===== src/rtl/slot_fifo.sv =====
// slot_fifo: first-word-fall-through FIFO feeding the grouping/aggregation stages.
// Head word is a combinational read of the slot under the read pointer.
module slot_fifo #(
  parameter int NUM_SLOTS     = 4,
  parameter int LOG_NUM_SLOTS = 2,
  parameter int DATA_WIDTH    = 32
) (
  input  logic                  clk,
  input  logic                  rst,
  input  logic [DATA_WIDTH-1:0] data_write,
  input  logic                  write,
  output logic                  full,
  output logic                  almost_full,
  output logic [DATA_WIDTH-1:0] data_read,
  input  logic                  next_read,
  output logic                  empty
);

  localparam int CW = LOG_NUM_SLOTS + 1;

  localparam logic [CW-1:0] CNT_FULL =
    CW'(NUM_SLOTS);
  localparam logic [CW-1:0] CNT_AFULL =
    CW'(NUM_SLOTS - 1);
  localparam logic [LOG_NUM_SLOTS-1:0] PTR_LAST =
    LOG_NUM_SLOTS'(NUM_SLOTS - 1);

  logic [DATA_WIDTH-1:0]    mem [NUM_SLOTS];
  logic [LOG_NUM_SLOTS-1:0] wr_ptr;
  logic [LOG_NUM_SLOTS-1:0] rd_ptr;
  logic [CW-1:0]            count;

  logic                     do_write;
  logic                     do_read;
  logic [LOG_NUM_SLOTS-1:0] wr_ptr_nxt;
  logic [LOG_NUM_SLOTS-1:0] rd_ptr_nxt;
  logic [CW-1:0]            count_nxt;

  assign empty       = (count == '0);
  assign full        = (count == CNT_FULL);
  assign almost_full = (count == CNT_AFULL);
  assign data_read   = mem[rd_ptr];

  // Full drops writes even alongside a read; empty ignores reads.
  assign do_write = write & ~full;
  assign do_read  = next_read & ~empty;

  always_comb begin
    wr_ptr_nxt = wr_ptr;
    if (do_write) begin
      if (wr_ptr == PTR_LAST)
        wr_ptr_nxt = '0;
      else
        wr_ptr_nxt = wr_ptr + 1'b1;
    end
  end

  always_comb begin
    rd_ptr_nxt = rd_ptr;
    if (do_read) begin
      if (rd_ptr == PTR_LAST)
        rd_ptr_nxt = '0;
      else
        rd_ptr_nxt = rd_ptr + 1'b1;
    end
  end

  always_comb begin
    count_nxt = count;
    unique case ({do_write, do_read})
      2'b10:   count_nxt = count + 1'b1;
      2'b01:   count_nxt = count - 1'b1;
      default: count_nxt = count;
    endcase
  end

  always_ff @(posedge clk or negedge rst) begin
    if (!rst) begin
      wr_ptr <= '0;
      rd_ptr <= '0;
      count  <= '0;
    end else begin
      wr_ptr <= wr_ptr_nxt;
      rd_ptr <= rd_ptr_nxt;
      count  <= count_nxt;
    end
  end

  always_ff @(posedge clk or negedge rst) begin
    if (!rst) begin
      for (int i = 0; i < NUM_SLOTS; i++)
        mem[i] <= '0;
    end else if (do_write) begin
      mem[wr_ptr] <= data_write;
    end
  end

endmodule


===== config.mk =====
export PLATFORM = sky130hd
export DESIGN_NAME = slot_fifo
export DESIGN_NICKNAME = d
export VERILOG_FILES = /design/src/rtl/slot_fifo.sv
export SDC_FILE = /design/constraint.sdc
export NUM_CORES = 1
export LEC_CHECK = 0
export BUFFER_PORTS_ARGS = -buffer_cell sky130_fd_sc_hd__buf_2
export CAP_MARGIN = 20
export CORE_UTILIZATION = 25
export CTS_CLUSTER_SIZE = 12
export DETAILED_ROUTE_END_ITERATION = 6
export MAX_ROUTING_LAYER = met4
export PLACE_DENSITY = 0.37
export SYNTH_ARGS = -nofsm -noshare
export SYNTH_HDL_FRONTEND = slang
export SYNTH_SLANG_ARGS = --single-unit

===== constraint.sdc =====
create_clock -name clk -period 2.14 [get_ports clk]
set_input_delay 0.214 -clock clk [delete_from_list [all_inputs] [get_ports clk]]
set_output_delay 0.214 -clock clk [all_outputs]
set_load 0.01 [all_outputs]

# Yosys cells after proc, flatten, opt, wreduce, memory -nomap -nowiden
# Index checks and enable logic that the tools add are counted.
classes:
  eq_ne: 6
  mux: 9
  n_shift: 0
  bitwise: 6
  div: 0
  mul: 0
  n_lt_le_gt_ge: 3
  n_addsub: 4
  reduce_logical: 3
op_table:
  columns: ["operator", "n"]
  rows:
  - ["bitwise mux 128 bit", 1]
  - ["two-way mux 32 bit", 3]
  - ["binary-select mux 32 bit (select 2 bit)", 1]
  - ["demux 32 bit (select 2 bit)", 1]
  - ["equality test 2 bit (second input constant)", 3]
  - [">= comparator 3 bit (second input constant)", 2]
  - ["NOT 2 -> 3 bit", 2]
  - ["one-hot mux 3 bit (2 select lines)", 1]
  - ["adder 2 x 1 -> 2 bit (second input constant)", 2]
  - ["two-way mux 2 bit", 2]
  - ["adder 3 x 1 -> 3 bit (second input constant)", 1]
  - ["equality test 3 x 2 -> 1 bit (second input constant)", 1]
  - ["equality test 3 bit (second input constant)", 1]
  - ["zero test 3 bit", 1]
  - ["< comparator 3 x 1 -> 1 bit (second input constant)", 1]
  - ["subtractor 3 x 1 -> 3 bit (second input constant)", 1]
  - ["AND 1 bit", 2]
  - ["equality test 2 x 1 -> 1 bit (second input constant)", 1]
  - ["NOT 1 bit", 2]
  - ["nonzero test 2 bit", 1]
  - ["logical AND 1 bit", 1]
totals:
  elab_cells: 38
  ff_bits: 135
  latch_bits: 0
  ram_bits: 0
  memories: 0
  rom_bits: 0
  output_inout_bits: 35
  inputBits: 36

# Longest topological paths before layout
logic_depth:
  depth_word: 6
  mapped_depth: 9
  mapped_depth_nobuf: 9

# Least setup slack after synthesis
# Ideal clock, no wire load.
synth_timing:
  kind: "flip-flop to flip-flop"
  from: "register count[0]"
  to: "register count[2]"
  path_stages_with_launch: 9
  arrival_time_ps: 1891
  setup_ps: 79
  required_ps: 2061
  period_less_slack_ps: 1970
  slack_ps: 170
  path_cell_list: "dfrtp_1 > nor3b_4 > nand2b_1 > ha_1 > inv_1 > fa_1 > xor2_1 > nor2_1 > xor2_1"
synth_between:
  elab_chain_len: 5
  word_cells_on_any_way: 12
  classes_between: "add/sub: 2; eq/ne: 3; mux: 1; bitwise: 4; reduce/logical: 2"
synth_lines:
  columns: ["element", "line_no", "text"]
  rows:
  - ["from (decl)", "31", "logic [CW-1:0] count;"]
  - ["from (signal assigned)", "85", "count <= count_nxt;"]
  - ["equality test 3 bit (*)", "40", "assign full = (count == CNT_FULL);"]
  - ["via full", "12", "output logic full,"]
  - ["NOT 1 bit (*)", "45", "assign do_write = write & ~full;"]
  - ["AND 1 bit (*)", "45", null]
  - ["equality test 2 x 1 -> 1 bit or equality test 2 bit (tied branches)", "70", "unique case ({do_write, do_read})"]
  - ["one-hot mux 3 bit (2 select lines) or nonzero test 2 bit (tied branches)", null, null]
# The timed path passes the listed nets; every way through them passes the cells marked *.
# A chain may end at the register's enable or synchronous reset.

# Worst setup path after layout
layout_timing:
  from: "register rd_ptr[0]"
  to: "output port data_read[28]"
layout_between:
  elab_chain_len: 4
layout_lines:
  columns: ["element", "line_no", "text"]
  rows:
  - ["from (decl)", "30", "logic [LOG_NUM_SLOTS-1:0] rd_ptr;"]
  - ["from (signal assigned)", "84", "rd_ptr <= rd_ptr_nxt;"]
  - ["NOT 2 -> 3 bit (implied by the code)", "42", "assign data_read = mem[rd_ptr];"]
  - ["binary-select mux 32 bit (select 2 bit)", "42", null]
  - ["two-way mux 32 bit (implied by the code) (2 in a row)", "42", null]
  - ["to (decl)", "14", "output logic [DATA_WIDTH-1:0] data_read,"]
# Every way passes these cells. The select of a mux whose other input is x is not followed.

==> flow_summary.ini <==
[logic_synthesis]
yosysSeqAreaShare_pct = 56.4
synth_ff_type = dfrtp_1
synth_warnings = 0
ys_top_cells_by_area = dfrtp_1, mux2_2, mux4_2
yosysTopAreaCellShare_pct = 56.4
synth_top_cell_by_area = dfrtp_1
syn_area_mm2 = 0.00599
yosys-top-cells-count = dfrtp_1, mux2_2, mux4_2
ys_ff_latch = 135
syn_avg_cell_area_um2 = 17.0
synth_edf_count = 0
yosysMostFrequentCell = dfrtp_1
synthCells = 352
yosysUniqueCellTypes = 17
syn_nets = 395
async_flop_share_pct = 100

[sta]
fin_ws_ns = 0.168
setup_viol = 0
drv_slew = 0
max_freq_mhz = 507
rsz0062_at_grt = false
holdWs_ns = 0.0688
finalClockSkew_ns = 0.00444
hold_viol = 0
period_share_pct = 92.2
slew_headroom_pct = 66.7
tns_ns = 0
layout_min_cycle_time_ns = 1.97
worst_slew_pin_slew_ns = 0.500

[min_path]
min_path_type = primary input to register
hp-start = data_write[19]
min_to = mem[83]
holdPathStages = 2

[detailed_routing]
drtAntennaViolNets = 0
wl_per_cell_um = 17.7
drc = 0
via_per_inst = 4.28
drt-total-wl_um = 13700
drtIter0Drc = 104
num_vias = 3306
dr.pass1.iters = 4

[pwr]
seqPwrFrac_pct = 34.8
netSwitchingFraction_pct = 30.1
p_sw_w = 0.00394
peakVddDrop_v = 0.000468
clock_power_share_pct = 26.0
internal-power_w = 0.00917
power.leakage_nw = 3.18
p_per_area_mw_per_mm2 = 1740
p_comb_share_pct = 39.2

[finish]
area_delta_synth_final_pct = 25.6
final_nets = 484
stdcell_count = 773
drive_gt1_share_pct = 64.1
antenna_cells = 0
fin_area_mm2 = 0.00753

[cts]
clock_latency_ns = 0.41
root_buffer = clkbuf_16
cts.htree.levels = 4
cts_resized = 0
cts_tree = done
numCtsBuffers = 17
cts_buffer_depth = 2
cts_num_sinks = 135
clk_pin_slew_ns = 0.06

[critical_path]
r2r_start = count[0]
r2r-end = count[2]
reg2reg_slack_ns = 0.20
cp.arrival_ns = 1.76
cp-start-kind = register
reg2reg_depth = 8
critPathRequiredTime_ns = 1.93
worstSetupStartpoint = rd_ptr[0]
worstPathMaxFanout = 18
crit_type = register to output pin
end_kind = output pin

[global_route]
grt_max_degree = 52
antenna_found_initial = 0
grt_pass1_wl_um = 21900
grt_pass1_vias = 3769
grt.total_usage_pct = 12.6
overflow = 0

[floorplanning]
ios = 71
fp-row-count = 56
die_area_mm2 = 0.0246
die_x_um = 157
core-area_mm2 = 0.0235
start_util_pct = 25.5
fp.dieH_um = 157

[job]
cap_violations = 0

[placement]
io_buffers = 70
pre_cts_ws_ns = 0.207
gp_congestion = 0.700
post_dp_cell_area_mm2 = 0.00682
dp.cells = 739
dp_hpwl_um = 8810

[status]
outcome = finished, final reports clean
## area by class of cell
cell class	count	area, um^2
Sequential cell	135	3380
Clock inverter	11	218
Inverter	6	22.5
Tap cell	319	399
Timing Repair Buffer	90	584
Fill cell	2315	15900
Clock buffer	21	470
Multi-Input combinational cell	191	2450
## critical path, stage by stage, from the launching register on
cell and delay [ns]:
dfrtp_2 0.42, buf_12 0.21, mux4_2 0.55, buf_2 0.16
## power groups by stage
stage                     Clock (W)  Combinational (W)  Sequential [W]
final                       0.00341            0.00515         0.00456
after global routing        0.00363            0.00563         0.00476
after floorplan                   0            0.00375         0.00435
after CTS                   0.00351            0.00531         0.00459
after detailed placement          0            0.00525         0.00467
after global placement            0            0.00515         0.00461
## cells by family (layout without fill, tap and decap cells)
| family | count (synthesis) | after routing | share of synthesized area, % |
|---|---|---|---|
| XOR/XNOR | 3 | 3 | 0.438 |
| adder cells (fa/ha/maj) | 7 | 7 | 1.59 |
| buffers and inverters | 26 | 128 | 3.24 |
| flip-flops | 135 | 135 | 56.4 |
| multiplexers | 165 | 165 | 37.0 |
| AND/OR/NAND/NOR | 16 | 16 | 1.38 |
## repair_timing
item | 4_1_cts | 5_1_grt
setup endpoints to repair | 26 | 0
hold buffers | 1 | 0
buffers inserted | 1 | 0
endpoints found under the hold margin | 48 | 0
## per-stage QoR
stage	total power, W	utilization (%)
floorplan	0.00809	-
global placement	0.00976	29.1
detailed placement	0.00992	29.1
CTS	0.0134	32.1
global route	0.0140	32.1
finish	0.0131	32.1
## worst max path at each step
stage	cells after the start	slack (ns)	endpoint
finish	3	0.17	data_read[28]
global route	8	0.03	count[2]
CTS	3	0.11	data_read[15]
detailed placement	8	0.21	count[2]
global placement	8	0.23	count[2]
floorplan	8	0.17	count[2]
## metal layers
layer	up-vias	share of wire [%]	track usage, %
met5	-	0	-
met4	0	1.3	4.48
met3	12	3.3	3.16
met2	47	50	20.0
met1	1768	45	15.6
li1	1479	-	-
## sequential cells by signal, summed over array words and instances (netlist names)
register,cells
rd_ptr,2
count,3
mem,128
wr_ptr,2
## placed cells by master, fill, tap and decap left out, types with 2 or more instances in the layout
cell / netlist / final
inv_1: 6 / 6
nor2_4: 0 / 4
ha_1: 6 / 6
nor3_1: 2 / 2
mux4_2: 32 / 32
buf_2: 5 / 69
xor2_1: 2 / 2
clkbuf_8: 0 / 3
clkinvlp_4: 0 / 2
clkbuf_16: 0 / 17
buf_12: 0 / 6
nand2_1: 4 / 4
dfrtp_2: 0 / 2
nor2_1: 7 / 3
mux2_2: 132 / 132
nand2b_1: 2 / 2
dfrtp_1: 135 / 133
bufinv_16: 0 / 6
buf_4: 0 / 13
Note: power is estimated with default switching activity, not from simulation.
